<file path="src/rtl/busperm_pipe.sv">
// busperm_pipe: pipelined butterfly lane permutator with shadow/active control snapshotted per beat.
// Define BUSPERM_CNT_EN to enable the 16-bit delivered-beat counter on beat_cnt.
module busperm_pipe #(
  parameter int NLANES = 8,
  parameter int LANE_W = 4,
  localparam int LOG2N = $clog2(NLANES),
  localparam int CTRL_W = LOG2N * NLANES / 2
) (
  input  logic                     clk,
  input  logic                     rst_n,
  input  logic                     in_valid,
  output logic                     in_ready,
  input  logic [NLANES*LANE_W-1:0] in_data,
  output logic                     out_valid,
  input  logic                     out_ready,
  output logic [NLANES*LANE_W-1:0] out_data,
  input  logic                     cfg_we,
  input  logic [CTRL_W-1:0]        cfg_data,
  input  logic                     cfg_commit,
  output logic [15:0]              beat_cnt
);
  localparam int DW = NLANES * LANE_W;
  localparam int H = NLANES / 2;

  function automatic logic [DW-1:0] butterfly(input logic [DW-1:0] x, input int s, input logic [H-1:0] c);
    logic [DW-1:0] y;
    int d, a;
    y = x;
    d = NLANES >> (s + 1);
    for (int k = 0; k < H; k++) begin
      a = (k / d) * 2 * d + k % d;
      if (c[k]) begin
        y[a*LANE_W +: LANE_W] = x[(a+d)*LANE_W +: LANE_W];
        y[(a+d)*LANE_W +: LANE_W] = x[a*LANE_W +: LANE_W];
      end
    end
    return y;
  endfunction

  logic              advance;
  logic [CTRL_W-1:0] shadow, active;

  assign advance  = !out_valid || out_ready;
  assign in_ready = advance;

  always_ff @(posedge clk)
    if (!rst_n) begin
      shadow <= '0;
      active <= '0;
    end else begin
      if (cfg_we) shadow <= cfg_data;
      if (cfg_commit) active <= shadow;
    end

  // Each stage carries forward only the control slices still needed downstream.
  for (genvar s = 0; s < LOG2N; s++) begin : g_st
    logic [DW-1:0]            q;
    logic                     v;
    logic [DW-1:0]            din;
    logic                     vin;
    logic [(LOG2N-s)*H-1:0]   cin;
    if (s == 0) begin : g_src
      assign din = in_data;
      assign vin = in_valid;
      assign cin = active;
    end else begin : g_src
      assign din = g_st[s-1].q;
      assign vin = g_st[s-1].v;
      assign cin = g_st[s-1].g_c.c;
    end
    always_ff @(posedge clk)
      if (!rst_n) begin
        q <= '0;
        v <= 1'b0;
      end else if (advance) begin
        q <= butterfly(din, s, cin[H-1:0]);
        v <= vin;
      end
    if (s < LOG2N - 1) begin : g_c
      logic [(LOG2N-1-s)*H-1:0] c;
      always_ff @(posedge clk)
        if (!rst_n) c <= '0;
        else if (advance) c <= cin[(LOG2N-s)*H-1:H];
    end
  end

  assign out_valid = g_st[LOG2N-1].v;
  assign out_data  = g_st[LOG2N-1].q;

`ifdef BUSPERM_CNT_EN
  logic [15:0] cnt;
  always_ff @(posedge clk)
    if (!rst_n) cnt <= '0;
    else if (out_valid && out_ready) cnt <= cnt + 16'd1;
  assign beat_cnt = cnt;
`else
  assign beat_cnt = 16'h0;
`endif
endmodule

</file>
<file path="config.mk">
export PLATFORM = sky130hd
export DESIGN_NAME = busperm_pipe
export DESIGN_NICKNAME = d
export VERILOG_FILES = /design/src/rtl/busperm_pipe.sv
export SDC_FILE = /design/constraint.sdc
export NUM_CORES = 1
export LEC_CHECK = 0
export BUFFER_PORTS_ARGS = -buffer_cell sky130_fd_sc_hd__buf_4
export CORE_MARGIN = 3
export CORE_UTILIZATION = 37
export DETAILED_ROUTE_END_ITERATION = 12
export REMOVE_ABC_BUFFERS = 1
export SYNTH_ARGS = -nofsm -noshare
export SYNTH_HDL_FRONTEND = slang
export SYNTH_SLANG_ARGS = --single-unit
</file>
<file path="constraint.sdc">
create_clock -name clk -period 1.5 [get_ports clk]
set_input_delay 0.3 -clock clk [delete_from_list [all_inputs] [get_ports clk]]
set_output_delay 0.3 -clock clk [all_outputs]
set_load 0.005 [all_outputs]
</file>
; ---- After elaboration in Yosys (flattened, before gate mapping)
; Index checks and enable logic that the tools add are counted.
[totals]
register_bits = 135
inputBits = 50
output_inout_bits = 50
wordCells = 32
[classes]
n_mux = 20
reduce_logical = 2
[ops]
columns = cell, n
row1 = 4-bit 2-to-1 mux, 16
row2 = 8-bit 2-to-1 mux, 4
row3 = 1-bit logical NOT, 1
row4 = 1-bit logical OR, 1

; ---- Depth between registers and ports, before layout
; Gate-level depths: netlist of run 1.
[logic_depth]
word_depth = 2
depth_mapped = 7

; ---- Least setup slack after synthesis of run 1
; No wires, ideal clock.
[synth_timing]
path_type = flip-flop to output port
start = register g_st[2].v (netlist: out_valid)
end = output port in_ready
arrival_time_ns = 0.891
slack_ns = 0.309
stages_incl_launch_ff = 6
path_buffers = 3
path_cell_list = dfxtp_1 > nor2b_4 > buf_6 > inv_8 > buf_12 > buf_6
[synth_between]
elab_chain_len = 2
[synth_rtl]
columns = element, line
row1 = start: declaration, 58  ; logic v;
row2 = start signal: assignment, 77  ; v <= vin;
row3 = 1-bit logical NOT, 43  ; assign advance = !out_valid || out_ready;
row4 = 1-bit logical OR, 43
row5 = end: declaration, 12  ; output logic in_ready,
; No other way between the ends.

; ---- Final worst setup path of run 1
; Ends and elaborated chain as after synthesis.

==> out/results.ini, run 1 <==
[clock_tree]
clk_root_buffer_cell=sky130_fd_sc_hd__clkbuf_16
clock-sinks=135
cts-hold-fix-buffers=0
worst_setup_hold_path_clk_slew_ps=60
h_tree_levels=4
tritoncts_clock_tree=built
tritoncts_buffers=17
cts-root-to-sink-buffers=2
clk-insertion-delay-late_ps=400

[route]
top_layer_used=met4
routed_wl_um=13500
route.met2.wl_um=6070
vias_per_cell=4.87
initialDrtViolationCount=442
met1Wirelength_um=6760
vias=4291
wl_met3_um=575
detailedRoute.firstPassIterationCount=4
avgRoutedWirePerCell_um=15.3
drt_drc_violations_left=0
final_antenna_net_count=0

[global_routing]
grt_usage=0.157
initial_antenna_violation_count=0
first_global_vias=4244
grt_overflow_total=0
grt_pass1_wl_um=22000
grt_start_max_net_pins=78

[sta]
final.hold.worst_slack_ps=156
setup_repair_after_global_routing_missed_its_margin=false
fin_ws_ps=55.4
max_clock_freq_ghz=0.692
finalClockSkew_ps=8.36
post-route-period-util=0.963
finalMaxSlewViolations=0
report.final.hold_viol_count=0
setup_viol=0
setup_tns_ps=0
fin_crit_ps=1440
worst-slew-pin-transition_ps=520
timing.slew.headroom=0.653

[setup_path]
critical-path-top-delay-family=flip-flops
worst-endpoint-arrival_ps=1140
worst_ep_required_time_ps=1200
cp-end-kind=output pin
crit_path_top_delay_cell=sky130_fd_sc_hd__dfxtp_2
cp.buffers_inverters=2
critical_path.max_fanout=2
critPathMaxStageDelay_ps=330
worstSetupPathType=flip-flop to output pin
worstPathCellList=nor2b_4, inv_12, buf_4
timing.critical_path.from_type=flip-flop

[logic_synthesis]
synth-simple-area-share=0.0462
synth_seq_area_share=0.465
dominant_combinational_cell_family_by_area_after_synthesis=multiplexers
ys.warnings.count=0
synth_compound_area_frac=0.195
post_syn_area_per_cell_sq_um=9.93
yosys-mux-area-fraction=0.206
synthDistinctLibCells=21
synthesis.area_sq_um=5820
synth_adder_area_share=0
synth_cells=586
flip_flop_and_latch_count_after_synthesis=135
post_synth_xor_xnor_area=0

[cells_and_area]
post-route-util=0.469
area_growth_pct=23.5
insertedDiodeCount=0
fill_cells=1476
nets=707
drive_above_1_share=0.234

[die]
fp.coreArea_sq_um=15300
pin_count=100
rows=45
fp.dieArea_sq_um=17300
chipWidth_um=131
floorplan.initialDensity=0.380
die_height_um=131

[power]
p_sw_frac=0.215
p_per_area_nw_per_um2=1320
combPwrFrac=0.077
pwr-share-clk=0.508
switchingPower_w=0.00205
max-vdd-ir-drop_uv=875
p_int_w=0.00747
power_leakage_nw=2.69
share_seq_of_total_power=0.415

[flow_run]
maxCapViolCount=0

[placed_design]
port_buffers=83
dp.final_hpwl_um=8880
dpl_worst_slack_ps=141
routabilityCongestion=0.772

[min_path]
min_path_type=input pin to flip-flop

[outcome]
run_status=complete, no violations

## per-layer routing
layer,global-route usage,up-vias
met2,0.245,87
li1,-,2189
met5,0,-
met4,0.0385,0
met1,0.218,2013
met3,0.0387,2
## synth_stat cells (all sizes together)
| cell type | instances | area share |
|---|---|---|
| clkbuf | 27 | 0.021 |
| dfxtp | 135 | 0.46 |
| o21ai | 96 | 0.088 |
| o21a | 1 | 0.0013 |
| nand2 | 28 | 0.018 |
| a21oi | 96 | 0.083 |
| conb | 1 | 0.00064 |
| inv | 1 | 0.0019 |
| buf | 42 | 0.064 |
| nor2b | 25 | 0.028 |
| a21boi | 14 | 0.023 |
| mux2i | 120 | 0.21 |
## cell usage in the layout, fill, tap and decap left out
cell type and count:
sky130_fd_sc_hd__conb_1 16, sky130_fd_sc_hd__nor2b_1 24, sky130_fd_sc_hd__buf_6 1, sky130_fd_sc_hd__o21ai_1 17
sky130_fd_sc_hd__a21boi_0 7, sky130_fd_sc_hd__inv_12 1, sky130_fd_sc_hd__clkbuf_16 17, sky130_fd_sc_hd__a21oi_1 96
sky130_fd_sc_hd__o21ai_0 70, sky130_fd_sc_hd__o21a_1 1, sky130_fd_sc_hd__clkbuf_8 4, sky130_fd_sc_hd__buf_4 100
sky130_fd_sc_hd__mux2i_1 120, sky130_fd_sc_hd__clkinvlp_4 3, sky130_fd_sc_hd__nor2b_4 1, sky130_fd_sc_hd__clkinv_2 1
sky130_fd_sc_hd__nand2_1 28, sky130_fd_sc_hd__bufinv_16 6, sky130_fd_sc_hd__a21boi_2 7, sky130_fd_sc_hd__inv_6 3
sky130_fd_sc_hd__o21ai_2 9, sky130_fd_sc_hd__buf_12 3, sky130_fd_sc_hd__dfxtp_1 134, sky130_fd_sc_hd__dfxtp_2 1
## power groups by stage
stage	combinational (W)	sequential, W	clock (W)
CTS	0.000739	0.00395	0.00489
global route	0.000820	0.00398	0.00507
global placement	0.000702	0.00402	0
finish	0.000735	0.00395	0.00483
detailed placement	0.000721	0.00403	0
floorplan	0.000362	0.00399	0
## cell type report
type / instances / area (sq um) / area share
sequential: 135 / 2700 / 0.376
multi-input combinational: 396 / 2660 / 0.371
timing repair buffer: 104 / 822 / 0.114
clock buffer: 21 / 480 / 0.0669
tap: 211 / 264 / 0.0367
clock inverter: 11 / 216 / 0.0301
timing repair inverter: 2 / 17.5 / 0.00244
inverter: 1 / 16.3 / 0.00226
## logic make-up (layout without fill, tap and decap cells)
family          Yosys count  in the layout
compound gates          207            207
simple gates             53             53
buf+inv                  70            139
other cells               1             16
flops                   135            135
mux                     120            120
## worst min-delay path, stage by stage
cell and delay [ps]:
sky130_fd_sc_hd__buf_4 70, sky130_fd_sc_hd__mux2i_1 50, sky130_fd_sc_hd__nor2b_1 90
## sequential cells by signal, indices dropped and copies added (netlist names)
signal,flops
shadow,12
active,12
g_st.v,2
g_st.q,64
out_valid,1
g_st.g_c.c,12
out_data,32
## final timing paths
check,start,cells past startpoint,slack [ps],end
max,out_valid$_SDFFE_PN0P_,3,60,in_ready
min,cfg_data[5],3,160,shadow[5]$_SDFFE_PN0P_
max reg2reg,out_valid$_SDFFE_PN0P_,6,70,g_st[1].q[15]$_SDFFE_PN0P_
min reg2reg,g_st[0].g_c.c[6]$_SDFFE_PN0P_,2,460,g_st[0].g_c.c[6]$_SDFFE_PN0P_
## per-stage QoR
stage               instance area (sq um)  std cells  power, W
floorplan                            5380        532   0.00435
global placement                     6420        842   0.00472
detailed placement                   6420        842   0.00475
CTS                                  7170        880   0.00958
global route                         7180        881   0.00987
finish                               7180        881   0.00952
## timing repair
item	in CTS	in global routing
cloned	2	0
setup buffers	4	1
resized for setup	2	1
setup endpoints to repair	1	3
Note: power is estimated with default switching activity, not from simulation.
==> inputs of run 2 (changes only) <==
CAP_MARGIN = 0   (was default)
CORE_ASPECT_RATIO = 0.8   (was default)
CTS_BUF_LIST = sky130_fd_sc_hd__clkbuf_16   (was default)
==> out/results.ini, run 2 (synthesized netlist as in run 1, its figures left out) <==
[outcome]
run_status=complete, no violations

[sta]
setup_viol=0  ; unchanged
worst-slew-pin-transition_ps=550  ; +30.0 ps
finalMaxSlewViolations=0  ; unchanged
timing.slew.headroom=0.633  ; -0.0200
final.hold.worst_slack_ps=146  ; -9.74 ps
post-route-period-util=0.964  ; about the same
report.final.hold_viol_count=0  ; unchanged
finalClockSkew_ps=5.27  ; -3.10 ps
setup_tns_ps=0  ; unchanged
fin_crit_ps=1450  ; +0.755 ps
setup_repair_after_global_routing_missed_its_margin=false
fin_ws_ps=54.7  ; -0.755 ps
max_clock_freq_ghz=0.692  ; about the same

[placed_design]
routabilityCongestion=0.795  ; +3.0%
dpl_cell_area_sq_um=6480  ; +0.92%
port_buffers=83  ; unchanged
placed_cells_incl_taps=844  ; +0.24%
dpl_worst_slack_ps=151  ; +9.35 ps
dp.final_hpwl_um=8990  ; +1.2%

[setup_path]
cp.buffers_inverters=2  ; unchanged
worstSetupPathType=flip-flop to output pin
timing.critical_path.from_type=flip-flop
worstPathCellList=nor2b_4, inv_12, buf_6
crit_path_top_delay_cell=sky130_fd_sc_hd__dfxtp_2
critPathMaxStageDelay_ps=320  ; about the same
reg2reg_slack_ps=100  ; +30 ps
cp-end-kind=output pin
worst_ep_required_time_ps=1200  ; about the same
critical_path.max_fanout=2  ; unchanged
worst-endpoint-arrival_ps=1150  ; about the same
critical-path-top-delay-family=flip-flops

[clock_tree]
clk_root_buffer_cell=sky130_fd_sc_hd__clkbuf_16
clk-insertion-delay-late_ps=410  ; about the same
cts-hold-fix-buffers=0  ; unchanged
worst_setup_hold_path_clk_slew_ps=60  ; about the same
h_tree_levels=4  ; unchanged
cts-root-to-sink-buffers=2  ; unchanged
clock-sinks=135  ; unchanged
tritoncts_clock_tree=built
tritoncts_buffers=17  ; unchanged

[cells_and_area]
area_growth_pct=22.5
largest-register=g_st.q
drive_above_1_share=0.230  ; -0.00482
largest_register_ff_count=64  ; unchanged
fill_cells=1431  ; -3.0%
post_layout_nonfiller_instances=881  ; unchanged
multi_input_area_sq_um=2660  ; unchanged
insertedDiodeCount=0  ; unchanged
nets=708  ; +0.14%
finalInstanceArea_sq_um=7130  ; -0.80%
final_cell_mix=sky130_fd_sc_hd__dfxtp_1 (134), sky130_fd_sc_hd__mux2i_1 (120), sky130_fd_sc_hd__a21oi_1 (96), sky130_fd_sc_hd__buf_4 (96), sky130_fd_sc_hd__o21ai_0 (69)
final_common_cell=sky130_fd_sc_hd__dfxtp_1
ff_latch_area_sq_um=2700  ; unchanged

[route]
initialDrtViolationCount=234  ; -47%
final_antenna_net_count=0  ; unchanged
detailedRoute.firstPassIterationCount=4  ; unchanged
routed_wl_um=13300  ; -0.98%
vias=4306  ; +0.35%
drt_drc_violations_left=0  ; unchanged
avgRoutedWirePerCell_um=15.1  ; -0.98%
vias_per_cell=4.89  ; +0.35%

[die]
chipWidth_um=146  ; +11%
floorplan.initialDensity=0.382  ; +0.00250
pin_count=100  ; unchanged
fp.coreArea_sq_um=15200  ; -0.65%
rows=40  ; -11%
fp.dieArea_sq_um=17300  ; about the same
die_height_um=118  ; -10%

[global_routing]
grt_pass1_wl_um=21300  ; -3.1%
first_global_vias=4151  ; -2.2%
grt_overflow_total=0  ; unchanged
grt_usage=0.154  ; -0.00313
initial_antenna_violation_count=0  ; unchanged
grt_start_max_net_pins=39  ; -50%

[power]
power_leakage_nw=2.67  ; -0.92%
max-vdd-ir-drop_uv=925  ; +5.8%
p_per_area_nw_per_um2=1240  ; -6.5%

[flow_run]
maxCapViolCount=0  ; unchanged

[min_path]
min_path_type=input pin to flip-flop

[run 2: routing by layer]
metal	track usage	wire length, um	vias up
met4	0.0499	127	0
met3	0.0399	607	17
met5	0	0	-
met2	0.230	5840	94
li1	-	-	2207
met1	0.216	6750	1988
[run 2: tightest hold or removal path, cell delays in order]
cell	delay (ps)
sky130_fd_sc_hd__buf_4	80
sky130_fd_sc_hd__mux2i_1	50
sky130_fd_sc_hd__nor2b_1	90
[run 2: path summary, 6_finish.rpt]
path                                 startpoint                            end  cells past startpoint
setup reg to reg         out_valid$_SDFFE_PN0P_  g_st[1].g_c.c[3]$_SDFFE_PN0P_                      6
hold reg to reg   g_st[0].g_c.c[6]$_SDFFE_PN0P_  g_st[0].g_c.c[6]$_SDFFE_PN0P_                      2
hold / removal                      cfg_data[8]         shadow[8]$_SDFFE_PN0P_                      3
setup / recovery         out_valid$_SDFFE_PN0P_                       in_ready                      3
[run 2: per-stage QoR]
step	utilization	total power, W
floorplan	-	0.00435
finish	0.468	0.00883
global route	0.468	0.00917
global placement	0.426	0.00472
CTS	0.468	0.00890
detailed placement	0.426	0.00475
[run 2: where the power goes]
part	switching (W)	internal (W)
Sequential	0.000144	0.00379
Clock	0.00156	0.00258
Combinational	0.000361	0.000389
[run 2: area by class of cell]
type,count,area share
clock buffers,17,0.0597
inverters,1,0.00228
flip-flops and latches,135,0.379
multi-input cells,396,0.374
repair inverters,2,0.00246
clock inverters,15,0.0228
repair buffers,105,0.123
well taps,210,0.0369
[run 2: repair_timing]
item                       CTS  global route
setup endpoints to repair    1             9
buffers inserted             3             0
hold endpoints to repair     0             0
gates cloned                 2             0
resized for setup            2             4
==> inputs of run 3 (changes only) <==
CELL_PAD_IN_SITES_DETAIL_PLACEMENT = 0   (was default)
CELL_PAD_IN_SITES_GLOBAL_PLACEMENT = 2   (was default)
CORE_UTILIZATION = 35   (was 37)
PLACE_DENSITY_LB_ADDON = 0.1   (was default)
==> out/results.ini, run 3 (synthesized netlist as in run 1, its figures left out) <==
[outcome]
run_status=complete, no violations

[die]
fp.coreArea_sq_um=16000  ; +5.2%
pin_count=100  ; unchanged
die_height_um=121  ; +2.7%
chipWidth_um=150  ; +2.7%
rows=41  ; +2.5%
floorplan.initialDensity=0.363  ; -0.0189
fp.dieArea_sq_um=18200  ; +5.4%

[cells_and_area]
insertedDiodeCount=0  ; unchanged
ff_latch_area_sq_um=2700  ; about the same
final_common_cell=sky130_fd_sc_hd__dfxtp_1
largest-register=g_st.q
multi_input_area_sq_um=2660  ; unchanged
nets=701  ; -0.99%
largest_register_ff_count=64  ; unchanged
drive_above_1_share=0.211  ; -0.0189
finalInstanceArea_sq_um=6970  ; -2.2%
final_cell_mix=sky130_fd_sc_hd__dfxtp_1 (135), sky130_fd_sc_hd__mux2i_1 (120), sky130_fd_sc_hd__a21oi_1 (96)
fill_cells=1581  ; +10%
area_growth_pct=19.8
post-route-util=0.435  ; -0.0331

[setup_path]
regToRegStartpoint=out_valid$_SDFFE_PN0P_
cp-end-kind=output pin
worst-r2r-cell-count=6  ; unchanged
critical_path.max_fanout=2  ; unchanged
worstPathCellList=nor2b_4, inv_8, buf_4
worst-endpoint-arrival_ps=1130  ; -20 ps
critPathMaxStageDelay_ps=340  ; +20 ps
worstSetupPathType=flip-flop to output pin
critical_path.startpoint=out_valid$_SDFFE_PN0P_
crit_path_top_delay_cell=sky130_fd_sc_hd__dfxtp_1
depth_of_the_critical_timing_path_with_buffers_and_inverters_included=3  ; unchanged
timing.critical_path.from_type=flip-flop
reg2reg_slack_ps=100  ; about the same
critPathCapture=in_ready
critical-path-top-delay-family=flip-flops
cp.buffers_inverters=2  ; unchanged
worst_ep_required_time_ps=1200  ; about the same
critical_path.reg2reg.endpoint=out_data[14]$_SDFFE_PN0P_

[global_routing]
grt_pass1_wl_um=20900  ; -1.9%
first_global_vias=4106  ; -1.1%
grt_start_max_net_pins=84  ; +120%
grt_overflow_total=0  ; unchanged
initial_antenna_violation_count=0  ; unchanged
grt_usage=0.148  ; -0.00600

[sta]
report.final.hold_viol_count=0  ; unchanged
setup_tns_ps=0  ; unchanged
worst-slew-pin-transition_ps=548  ; -2.66 ps
max_clock_freq_ghz=0.700  ; +1.2%
setup_repair_after_global_routing_missed_its_margin=false
fin_crit_ps=1430  ; -17.7 ps
post-route-period-util=0.952  ; -0.0118
setup_viol=0  ; unchanged
finalClockSkew_ps=4.46  ; -0.808 ps
timing.slew.headroom=0.634  ; +0.00177
finalMaxSlewViolations=0  ; unchanged
final.hold.worst_slack_ps=138  ; -7.76 ps

[route]
routed_wl_um=12800  ; -3.6%
detailedRoute.firstPassIterationCount=4  ; unchanged
avgRoutedWirePerCell_um=14.7  ; -2.9%
vias=4255  ; -1.2%
final_antenna_net_count=0  ; unchanged
drt_drc_violations_left=0  ; unchanged
initialDrtViolationCount=179  ; -24%
vias_per_cell=4.86  ; -0.51%

[power]
max-vdd-ir-drop_uv=708  ; -24%
power_leakage_nw=2.61  ; -2.4%
p_per_area_nw_per_um2=1180  ; -4.4%

[placed_design]
dp.final_hpwl_um=8640  ; -3.9%
routabilityCongestion=0.757  ; -4.8%
port_buffers=83  ; unchanged
dpl_cell_area_sq_um=6450  ; -0.48%

[clock_tree]
worst_setup_hold_path_clk_slew_ps=50  ; about the same
cts-root-to-sink-buffers=2  ; unchanged
tritoncts_buffers=17  ; unchanged
clock-sinks=135  ; unchanged
clk_root_buffer_cell=sky130_fd_sc_hd__clkbuf_16
h_tree_levels=4  ; unchanged
tritoncts_clock_tree=built
clk-insertion-delay-late_ps=420  ; about the same

[min_path]
min_path_type=input pin to flip-flop

[flow_run]
maxCapViolCount=0  ; unchanged

[run 3: per-layer routing]
layer / up-vias / track usage / part of all wire
li1: 2177 / - / -
met1: 1961 / 0.209 / 0.51
met2: 95 / 0.206 / 0.41
met3: 22 / 0.0452 / 0.050
met4: 0 / 0.0646 / 0.026
met5: - / 0 / 0
[run 3: how the worst min path moves through the flow]
stage | endpoint | slack, ps | startpoint | depth (start not counted)
5_1_grt | shadow[2]$_SDFFE_PN0P_ | 130 | cfg_data[2] | 3
4_1_cts | shadow[7]$_SDFFE_PN0P_ | 120 | cfg_data[7] | 3
3_3_place_gp | g_st[0].g_c.c[4]$_SDFFE_PN0P_ | 450 | g_st[0].g_c.c[4]$_SDFFE_PN0P_ | 2
3_5_place_dp | g_st[0].g_c.c[4]$_SDFFE_PN0P_ | 460 | g_st[0].g_c.c[4]$_SDFFE_PN0P_ | 2
6_report | shadow[7]$_SDFFE_PN0P_ | 140 | cfg_data[7] | 3
2_1_floorplan | g_st[0].q[22]$_SDFFE_PN0P_ | 410 | rst_n | 2
[run 3: through the flow]
step / worst slack (ps) / power [W] / std cells
global placement: 250 / 0.00472 / 844
CTS: 53.7 / 0.00838 / 875
floorplan: 69.3 / 0.00435 / 532
detailed placement: 195 / 0.00474 / 844
global route: 8.73 / 0.00866 / 875
finish: 72.4 / 0.00825 / 875
[run 3: worst register-to-register path, stage by stage, from the launching register on]
cell and delay, ps:
sky130_fd_sc_hd__dfxtp_1 340, sky130_fd_sc_hd__nor2b_4 220, sky130_fd_sc_hd__inv_8 30, sky130_fd_sc_hd__buf_4 210, sky130_fd_sc_hd__buf_12 210, sky130_fd_sc_hd__o21ai_0 210
sky130_fd_sc_hd__a21oi_1 60
[run 3: report_power, final]
part	switching, W	internal, W
sequential	0.000142	0.00379
clock	0.00141	0.00218
combinational	0.000346	0.000381
total	0.00190	0.00635
[run 3: final cells by class]
cell class	count	share of cell area
multi-input combinational	396	0.382
tap	215	0.0386
timing repair inverter	1	0.000898
clock inverter	11	0.0102
clock buffer	17	0.0611
sequential	135	0.388
inverter	1	0.00162
timing repair buffer	99	0.117
[run 3: what timing repair did]
item | CTS | global route
buffers inserted | 2 | 0
endpoints found under the hold margin | 0 | 0
resized for setup | 0 | 0
hold buffers | 0 | 0
endpoints found under the setup margin | 1 | 0
